File: src/rtl/bcd_key_entry_if.sv
// ---------------------------------------------------------------------------
// bcd_key_entry_if
//   Bundles the key-entry controls and the committed-operand handshake of
//   bcd_key_entry.
//   master : the keypad/consumer side (drives keys, controls, out_rdy)
//   slave  : the entry block (drives operand, status, out_vld)
//   Signals:
//     en, key_i[9:0], key_vld, sign_key, clr, enter, out_rdy  -> entry block
//     bcd_o[4*DIGITS-1:0], sign_o, cnt_o[CW-1:0], full_o,
//     err_o, out_vld                                          <- entry block
// ---------------------------------------------------------------------------
interface bcd_key_entry_if #(
    parameter int DIGITS = 3
);
    localparam int CW = $clog2(DIGITS + 1);

    logic                  en;
    logic [9:0]            key_i;
    logic                  key_vld;
    logic                  sign_key;
    logic                  clr;
    logic                  enter;
    logic                  out_rdy;
    logic [4*DIGITS-1:0]   bcd_o;
    logic                  sign_o;
    logic [CW-1:0]         cnt_o;
    logic                  full_o;
    logic                  err_o;
    logic                  out_vld;

    modport master (
        output en, key_i, key_vld, sign_key, clr, enter, out_rdy,
        input  bcd_o, sign_o, cnt_o, full_o, err_o, out_vld
    );

    modport slave (
        input  en, key_i, key_vld, sign_key, clr, enter, out_rdy,
        output bcd_o, sign_o, cnt_o, full_o, err_o, out_vld
    );
endinterface

File: src/rtl/bcd_key_entry.sv
// ---------------------------------------------------------------------------
// bcd_key_entry
//   Collects one-hot decimal key strobes into a DIGITS-wide signed BCD
//   operand (sign/magnitude), then presents the committed operand with a
//   valid/ready handshake for the BCD adder/subtractor.
//   Ports:
//     clk  - rising-edge clock
//     rst  - asynchronous active-high reset
//     bus  - bcd_key_entry_if.slave (key inputs, controls, operand, status)
//   The interface instance must be built with the same DIGITS value.
// ---------------------------------------------------------------------------
module bcd_key_entry #(
    parameter int DIGITS = 3,
    parameter int CW     = $clog2(DIGITS + 1)
) (
    input  logic               clk,
    input  logic               rst,
    bcd_key_entry_if.slave     bus
);

    typedef enum logic {
        ENTRY = 1'b0,
        HOLD  = 1'b1
    } state_t;

    state_t                state_q, state_n;
    logic [4*DIGITS-1:0]   bcd_q,   bcd_n;
    logic                  sign_q,  sign_n;
    logic [CW-1:0]         cnt_q,   cnt_n;
    logic                  err_q,   err_n;
    logic                  vld_q,   vld_n;

    // Appending the new digit below the full register and keeping the low
    // part works for every DIGITS, including 1 where there is nothing to shift.
    logic [4*DIGITS+3:0]   shifted;

    // A key is valid only when exactly one of the ten lines is set.
    function automatic logic key_valid(input logic [9:0] k);
        return $onehot(k);
    endfunction

    function automatic logic [3:0] key_code(input logic [9:0] k);
        logic [3:0] c;
        c = 4'd0;
        for (int n = 0; n < 10; n++) begin
            if (k[n]) begin
                c = 4'(n);
            end
        end
        return c;
    endfunction

    assign shifted = {bcd_q, key_code(bus.key_i)};

    always_comb begin
        state_n = state_q;
        bcd_n   = bcd_q;
        sign_n  = sign_q;
        cnt_n   = cnt_q;
        err_n   = err_q;
        vld_n   = vld_q;

        case (state_q)
            ENTRY: begin
                if (bus.en) begin
                    if (bus.clr) begin
                        // clr wins over everything else presented this cycle
                        bcd_n  = '0;
                        sign_n = 1'b0;
                        cnt_n  = '0;
                        err_n  = 1'b0;
                    end else begin
                        if (bus.key_vld) begin
                            if (!key_valid(bus.key_i)) begin
                                err_n = 1'b1;
                            end else if (cnt_q < CW'(DIGITS)) begin
                                bcd_n = shifted[4*DIGITS-1:0];
                                cnt_n = cnt_q + CW'(1);
                            end
                            // valid key on a full register is silently dropped
                        end
                        if (bus.sign_key) begin
                            sign_n = ~sign_q;
                        end
                        if (bus.enter) begin
                            state_n = HOLD;
                            vld_n   = 1'b1;
                            // commit uses this cycle's digit; no negative zero
                            if (bcd_n == '0) begin
                                sign_n = 1'b0;
                            end
                        end
                    end
                end
            end
            HOLD: begin
                if (vld_q && bus.out_rdy) begin
                    state_n = ENTRY;
                    vld_n   = 1'b0;
                    bcd_n   = '0;
                    sign_n  = 1'b0;
                    cnt_n   = '0;
                    err_n   = 1'b0;
                end
            end
            default: begin
                state_n = ENTRY;
                vld_n   = 1'b0;
            end
        endcase
    end

    always_ff @(posedge clk or posedge rst) begin
        if (rst) begin
            state_q <= ENTRY;
            bcd_q   <= '0;
            sign_q  <= 1'b0;
            cnt_q   <= '0;
            err_q   <= 1'b0;
            vld_q   <= 1'b0;
        end else begin
            state_q <= state_n;
            bcd_q   <= bcd_n;
            sign_q  <= sign_n;
            cnt_q   <= cnt_n;
            err_q   <= err_n;
            vld_q   <= vld_n;
        end
    end

    assign bus.bcd_o   = bcd_q;
    assign bus.sign_o  = sign_q;
    assign bus.cnt_o   = cnt_q;
    assign bus.full_o  = (cnt_q == CW'(DIGITS));
    assign bus.err_o   = err_q;
    assign bus.out_vld = vld_q;

endmodule

File: src/flat_wrapper.sv
// flat-port wrapper written by rule: the top's interface ports become plain ports
module bcd_key_entry_flat 
#(
    parameter int DIGITS = 3,
    parameter int CW     = $clog2(DIGITS + 1)
)
  (clk, rst, bus_en, bus_key_i, bus_key_vld, bus_sign_key, bus_clr, bus_enter, bus_out_rdy, bus_bcd_o, bus_sign_o, bus_cnt_o, bus_full_o, bus_err_o, bus_out_vld);
  bcd_key_entry_if #(.DIGITS(DIGITS)) bus_i ();
  input  logic clk;
  input  logic rst;
  input wire logic [$bits(bus_i.en)-1:0] bus_en;
  input wire logic [$bits(bus_i.key_i)-1:0] bus_key_i;
  input wire logic [$bits(bus_i.key_vld)-1:0] bus_key_vld;
  input wire logic [$bits(bus_i.sign_key)-1:0] bus_sign_key;
  input wire logic [$bits(bus_i.clr)-1:0] bus_clr;
  input wire logic [$bits(bus_i.enter)-1:0] bus_enter;
  input wire logic [$bits(bus_i.out_rdy)-1:0] bus_out_rdy;
  output wire logic [$bits(bus_i.bcd_o)-1:0] bus_bcd_o;
  output wire logic [$bits(bus_i.sign_o)-1:0] bus_sign_o;
  output wire logic [$bits(bus_i.cnt_o)-1:0] bus_cnt_o;
  output wire logic [$bits(bus_i.full_o)-1:0] bus_full_o;
  output wire logic [$bits(bus_i.err_o)-1:0] bus_err_o;
  output wire logic [$bits(bus_i.out_vld)-1:0] bus_out_vld;
  assign bus_i.en = bus_en;
  assign bus_i.key_i = bus_key_i;
  assign bus_i.key_vld = bus_key_vld;
  assign bus_i.sign_key = bus_sign_key;
  assign bus_i.clr = bus_clr;
  assign bus_i.enter = bus_enter;
  assign bus_i.out_rdy = bus_out_rdy;
  assign bus_bcd_o = bus_i.bcd_o;
  assign bus_sign_o = bus_i.sign_o;
  assign bus_cnt_o = bus_i.cnt_o;
  assign bus_full_o = bus_i.full_o;
  assign bus_err_o = bus_i.err_o;
  assign bus_out_vld = bus_i.out_vld;
  bcd_key_entry #(.DIGITS(DIGITS), .CW(CW)) u_core (.clk(clk), .rst(rst), .bus(bus_i));
endmodule
File: config.mk
export PLATFORM = sky130hd
export DESIGN_NAME = bcd_key_entry_flat
export DESIGN_NICKNAME = d
export VERILOG_FILES = /design/src/rtl/bcd_key_entry_if.sv /design/src/rtl/bcd_key_entry.sv /design/src/flat_wrapper.sv
export SDC_FILE = /design/constraint.sdc
export NUM_CORES = 1
export LEC_CHECK = 0
export CORE_ASPECT_RATIO = 0.7
export CORE_MARGIN = 5
export CORE_UTILIZATION = 50
export DETAILED_ROUTE_END_ITERATION = 16
export DONT_BUFFER_PORTS = 1
export GPL_TIMING_DRIVEN = 0
export SYNTH_ARGS = -nofsm -noshare
export SYNTH_HDL_FRONTEND = slang
export SYNTH_SLANG_ARGS = --single-unit
export TNS_END_PERCENT = 30
File: constraint.sdc
create_clock -name clk -period 2 [get_ports clk]
set_input_delay 0.2 -clock clk [delete_from_list [all_inputs] [get_ports clk]]
set_output_delay 0.2 -clock clk [all_outputs]
set_load 0.01 [all_outputs]
Yosys cells after proc, flatten, opt, wreduce, memory -nomap -nowiden
Cells that the tools add are included.
- register bits after elaboration: 18
- bits of input ports: 18
- output and inout bits: 18
- logic and storage cells: 82
- add/sub/neg operators: 10
- order comparisons: 1
- equal/unequal tests: 10
- multiplexer cells: 47
- bitwise gates (word level): 2
- reductions and logical operators: 6
- operator list (operator ; count):
    $mux W12 ; 9
    $pmux W12 S2 ; 1
    $mux W1 ; 18
    $add A4 B4 Y4 ; 4
    $mux W2 ; 8
    $logic_not A12 Y1 ; 1
    $mux W3 ; 4
    $add A1 B1 Y2 ; 5
    $mux W4 ; 2
    $ne A2 B2 Y1 const B ; 4
    $pmux W1 S2 ; 4
    $reduce_and A4 Y1 ; 2
    $ne A3 B2 Y1 const B ; 2
    $ne A3 B3 Y1 const B ; 2
    $reduce_and A5 Y1 ; 1
    $eq A4 B1 Y1 const B ; 1
    $pmux W2 S2 ; 1
    $add A2 B1 Y2 const B ; 1
    $eq A2 B2 Y1 const B ; 1
    $lt A2 B2 Y1 const B ; 1
    $not A1 Y1 ; 2
    $reduce_and A2 Y1 ; 1
    $logic_and A1 B1 Y1 ; 1

Longest topological paths before layout
- depth in word-level cells: 21
- gate-level depth with buffers: 15
- gate-level depth less buffers: 14

Worst setup path after synthesis
OpenSTA, ideal clock, no wires.
- path type: input-to-reg
- from: in bus_key_i[0]
- to: reg u_core.bcd_q[11], in the netlist u_core.bus.bcd_o[11]
- setup time: 0.121 ns
- data arrival time: 3.140 ns
- data required time: 1.879 ns
- slack: -1.261 ns
- stages on the path: 14
- cell sequence: ha_1 inv_1 fa_1 fa_1 inv_1 fa_1 inv_1 fa_1 nor4b_4 a21oi_2 nor2_4 o21ai_2 buf_6 a22o_1
- longest elaborated chain between the ends: 13
- RTL lines (what ; line ; source):
    start, declared ; flat_wrapper.sv:12 ; input wire logic [$bits(bus_i.key_i)-1:0] bus_key_i;
    $add A1 B1 Y2 (not written as such) ; bcd_key_entry.sv:39 ; return $onehot(k);
    $add A4 B4 Y4 (not written as such) (3 in a row) ; bcd_key_entry.sv:39 ;
    $eq A4 B1 Y1 ; bcd_key_entry.sv:39 ;
    $mux W12 ; bcd_key_entry.sv:74 ; if (!key_valid(bus.key_i)) begin
    $mux W12 ; bcd_key_entry.sv:73 ; if (bus.key_vld) begin
    $mux W12 ; bcd_key_entry.sv:66 ; if (bus.clr) begin
    $mux W12 ; bcd_key_entry.sv:65 ; if (bus.en) begin
    $mux W12 ; bcd_key_entry.sv:63 ; case (state_q)
    $mux W12 ; bcd_key_entry.sv:66 ;
    $mux W12 ; bcd_key_entry.sv:65 ;
    $pmux W12 S2 ; bcd_key_entry.sv:63 ;
    end signal, assigned ; bcd_key_entry.sv:123 ; bcd_q <= bcd_n;
    end, declared ; bcd_key_entry.sv:27 ; logic [4*DIGITS-1:0] bcd_q, bcd_n;
No other way between the ends. The select of a mux whose other input is x is not followed.
A chain may end at the register's enable or synchronous reset.

Final worst setup path
- from: in bus_key_i[1]
- to: reg u_core.bcd_q[5], in the netlist u_core.bus.bcd_o[5]
Same word-level chain as after synthesis.

==> results.py <==
metrics = {
    "power_and_ir_drop": {
        "finalPower_w": 0.00105,
        "power.density_nw_per_um2": 733,
        "p_leak_nw": 0.698,
        "ir_drop_mv": 0.413,
    },
    "synth": {
        "synth-simple-area-share": 0.156,
        "synthAdderAreaFrac": 0.205,
        "synth_nets": 155,
        "synthFlopType": "dfrtp_1",
        "synthMuxAreaShare": 0.00896,
        "synth.distinct_cells": 38,
        "synthCells": 120,
        "synthXorXnorAreaFrac": 0.00697,
        "synthArstFlopShare": 1.00,
        "yosys.area.top_type": "dfrtp_1",
        "synth_compound_area_frac": 0.186,
        "synth_top_family_by_area": "adder cells",
        "synth_edf_count": 0,
        "yosysTopAreaCellShare": 0.359,
        "yosys_warnings": 0,
        "synthTopCellsByArea": "dfrtp_1 36%, ha_1 11%, fa_1 9.6%, inv_1 6.3%, a22o_1 5.6%",
        "synthesis.area_um2": 1260,
        "syn_area_per_cell_um2": 10.5,
        "ys_seq_area_frac": 0.359,
        "synthTopCellsByCount": "21 x inv_1, 18 x dfrtp_1, 11 x ha_1",
        "synth-seq-cells": 18,
        "synth_most_common_cell": "inv_1",
    },
    "finish": {
        "layout.nets": 166,
        "syn_to_final_growth_pct": 14.5,
        "stdcell_count": 163,
        "seqCellArea_um2": 450,
        "drive_gt1_frac": 0.240,
        "postLayoutCellArea_um2": 1440,
        "multi_input_area_um2": 774,
        "fillCellCount": 223,
        "antenna_cells": 0,
    },
    "setup_path": {
        "cp_max_fo": 5,
        "worstPathArrival_ns": 3.14,
        "critical_path_class": "in -> reg",
        "crit_path_end_kind": "flip-flop",
        "r2r-end": "u_core.bus.bcd_o[5]",
        "worstSetupStartpointType": "input port",
        "timing.critical_path.to": "u_core.bus.bcd_o[5]",
        "crit_required_ns": 2.18,
        "critPathLaunch": "bus_key_i[1]",
        "r2r_start": "u_core.bus.cnt_o[0]",
        "rrSetupSlack_ns": 0.23,
        "worst-r2r-cell-count": 6,
    },
    "cts": {
        "clk_latency_ns": 0.29,
        "cts_max_level": 1,
        "cts-buffers-inserted": 3,
        "root_buffer": "clkbuf_4",
        "cts_sinks": 18,
        "cts_tree": "done",
        "clk_pin_slew_ns": 0.10,
        "clockBufferDepth": 2,
    },
    "grt": {
        "antenna_found_initial": 0,
        "grt_use_total": 0.176,
        "grt_overflow": 0,
        "grt_pass1_vias": 1036,
        "grt_max_degree": 19,
        "grt_pass1_wl_mm": 5.04,
    },
    "timing": {
        "fmax_mhz": 338,
        "rsz0062_at_grt": "yes",
        "slew_headroom": 0.548,
        "finalWorstPathRequiredPeriod_ns": 2.96,
        "slew_viol_final": 0,
        "setup_ws_ns": -0.959,
        "tightest_slew_ns": 0.678,
        "finalClockSkew_ns": 0.00266,
        "finalSetupViolations": 16,
        "hold_viol_final": 0,
        "period_share": 1.48,
    },
    "detailed_routing": {
        "wirelength_mm": 2.77,
        "via_per_inst": 5.66,
        "wl_per_cell_um": 17.0,
        "ant_nets": 0,
        "first_iter_violations": 29,
        "dr.pass1.iters": 5,
        "vias": 922,
        "drc": 0,
    },
    "min_path": {
        "hold_path.class": "in -> reg",
    },
    "floorplan": {
        "rows": 15,
        "core_area_um2": 2440,
        "dieArea_um2": 3630,
        "pin_count": 36,
        "start_util": 0.515,
        "die_w_um": 69.9,
        "die_y_um": 51.9,
    },
    "placement": {
        "routabilityCongestion": 0.805,
        "dp_slack_ns": -1.32,
        "dpl.hpwl_mm": 2.18,
        "dpl.cell_count": 154,
        "place.port_buffers": 0,
        "place_area_um2": 1340,
    },
    "run_status": {
        "violations": "setup timing",
        "status": "complete, but fails checks",
    },
    "run": {
        "drv_cap": 0,
    },
}
worst max-delay path: stages:
cell      delay [ns]
ha_4            0.24
inv_2           0.03
fa_1            0.57
fa_1            0.41
inv_1           0.08
fa_2            0.21
inv_2           0.04
fa_2            0.52
nand4b_1        0.20
nor2_4          0.19
o21ai_4         0.09
buf_6           0.16
a22o_1          0.20
through the flow:
step,util,setup TNS [ns],hold WS (ns)
floorplan,-,-17.15,0.139
global placement,0.548,-19.77,0.218
detailed placement,0.548,-20.07,0.229
CTS,0.590,-14.68,0.0664
global route,0.590,-15.90,0.0616
finish,0.590,-14.57,0.0731
layout by cell type (no fill, tap or decap), types with 2 or more instances in the layout:
cell           count
nand2_1            5
o2bb2ai_1          3
nor3_1             3
nor2_4             2
o21ai_1            2
fa_2               2
a32o_1             2
a22o_1             8
dfrtp_1           18
inv_2              5
inv_4              2
nand3_1            4
inv_1             16
dlygate4sd3_1      2
ha_1               9
a21oi_1            4
fa_1               4
nor2_1             4
a31oi_1            2
ha_4               2
clkbuf_4           3
buf_4              2
buf_6              2
logic make-up after synthesis:
kind of cell,after synthesis
AND/OR/NAND/NOR,29
multiplexers,1
flip-flops,18
AO/OA/AOI/OAI,30
adder cells (fa/ha/maj),17
XOR/XNOR,1
buffers and inverters,24
worst min path at each step:
| stage | from | endpoint | slack, ns | cells after the start |
|---|---|---|---|---|
| finish | bus_en | u_core.state_q | 0.07 | 1 |
| CTS | bus_en | u_core.state_q | 0.07 | 1 |
| detailed placement | rst | u_core.state_q | 0.23 | 1 |
| floorplan | rst | u_core.bus.bcd_o[0] | 0.14 | 1 |
| global placement | rst | u_core.bus.out_vld | 0.22 | 1 |
| global route | bus_en | u_core.state_q | 0.06 | 1 |
flip-flops by register name, indices dropped and copies added (netlist names):
signal and count:
u_core.state_q 1, u_core.bus.cnt_o 2, u_core.bus.out_vld 1, u_core.bus.bcd_o 12, u_core.bus.sign_o 1, u_core.bus.err_o 1
layer usage:
| metal | GRT usage | vias to the layer above | part of all wire |
|---|---|---|---|
| met4 | 0.00955 | 0 | 0 |
| met2 | 0.274 | 23 | 0.44 |
| li1 | - | 447 | - |
| met1 | 0.244 | 452 | 0.48 |
| met3 | 0.0695 | 0 | 0.077 |
| met5 | 0 | - | 0 |
layout make-up:
type | count | area share
inverter | 23 | 0.0635
sequential | 18 | 0.313
multi-input combinational | 79 | 0.538
clock buffer | 3 | 0.0157
tap | 34 | 0.0296
buffer | 1 | 0.00783
timing repair buffer | 5 | 0.0322
report_power, final:
| part | internal, W | switching (W) | leakage [nW] | total (W) |
|---|---|---|---|---|
| registers | 0.000392 | 0.0000469 | 0.245 | 0.000439 |
| clock network | 0.0000700 | 0.000104 | 0.0138 | 0.000174 |
| logic | 0.000203 | 0.000238 | 0.440 | 0.000441 |
| total | 0.000665 | 0.000389 | 0.698 | 0.00105 |
timing repair:
| action | 4_1_cts | 5_1_grt |
|---|---|---|
| gates cloned | 2 | 0 |
| setup buffers | 2 | 0 |
| pin swaps | 10 | 8 |
| hold buffers | 2 | 0 |
| hold endpoints to repair | 19 | 0 |
| setup endpoints to repair | 16 | 16 |
| gates resized for setup | 6 | 0 |
Power figures use the tool's default switching activity.
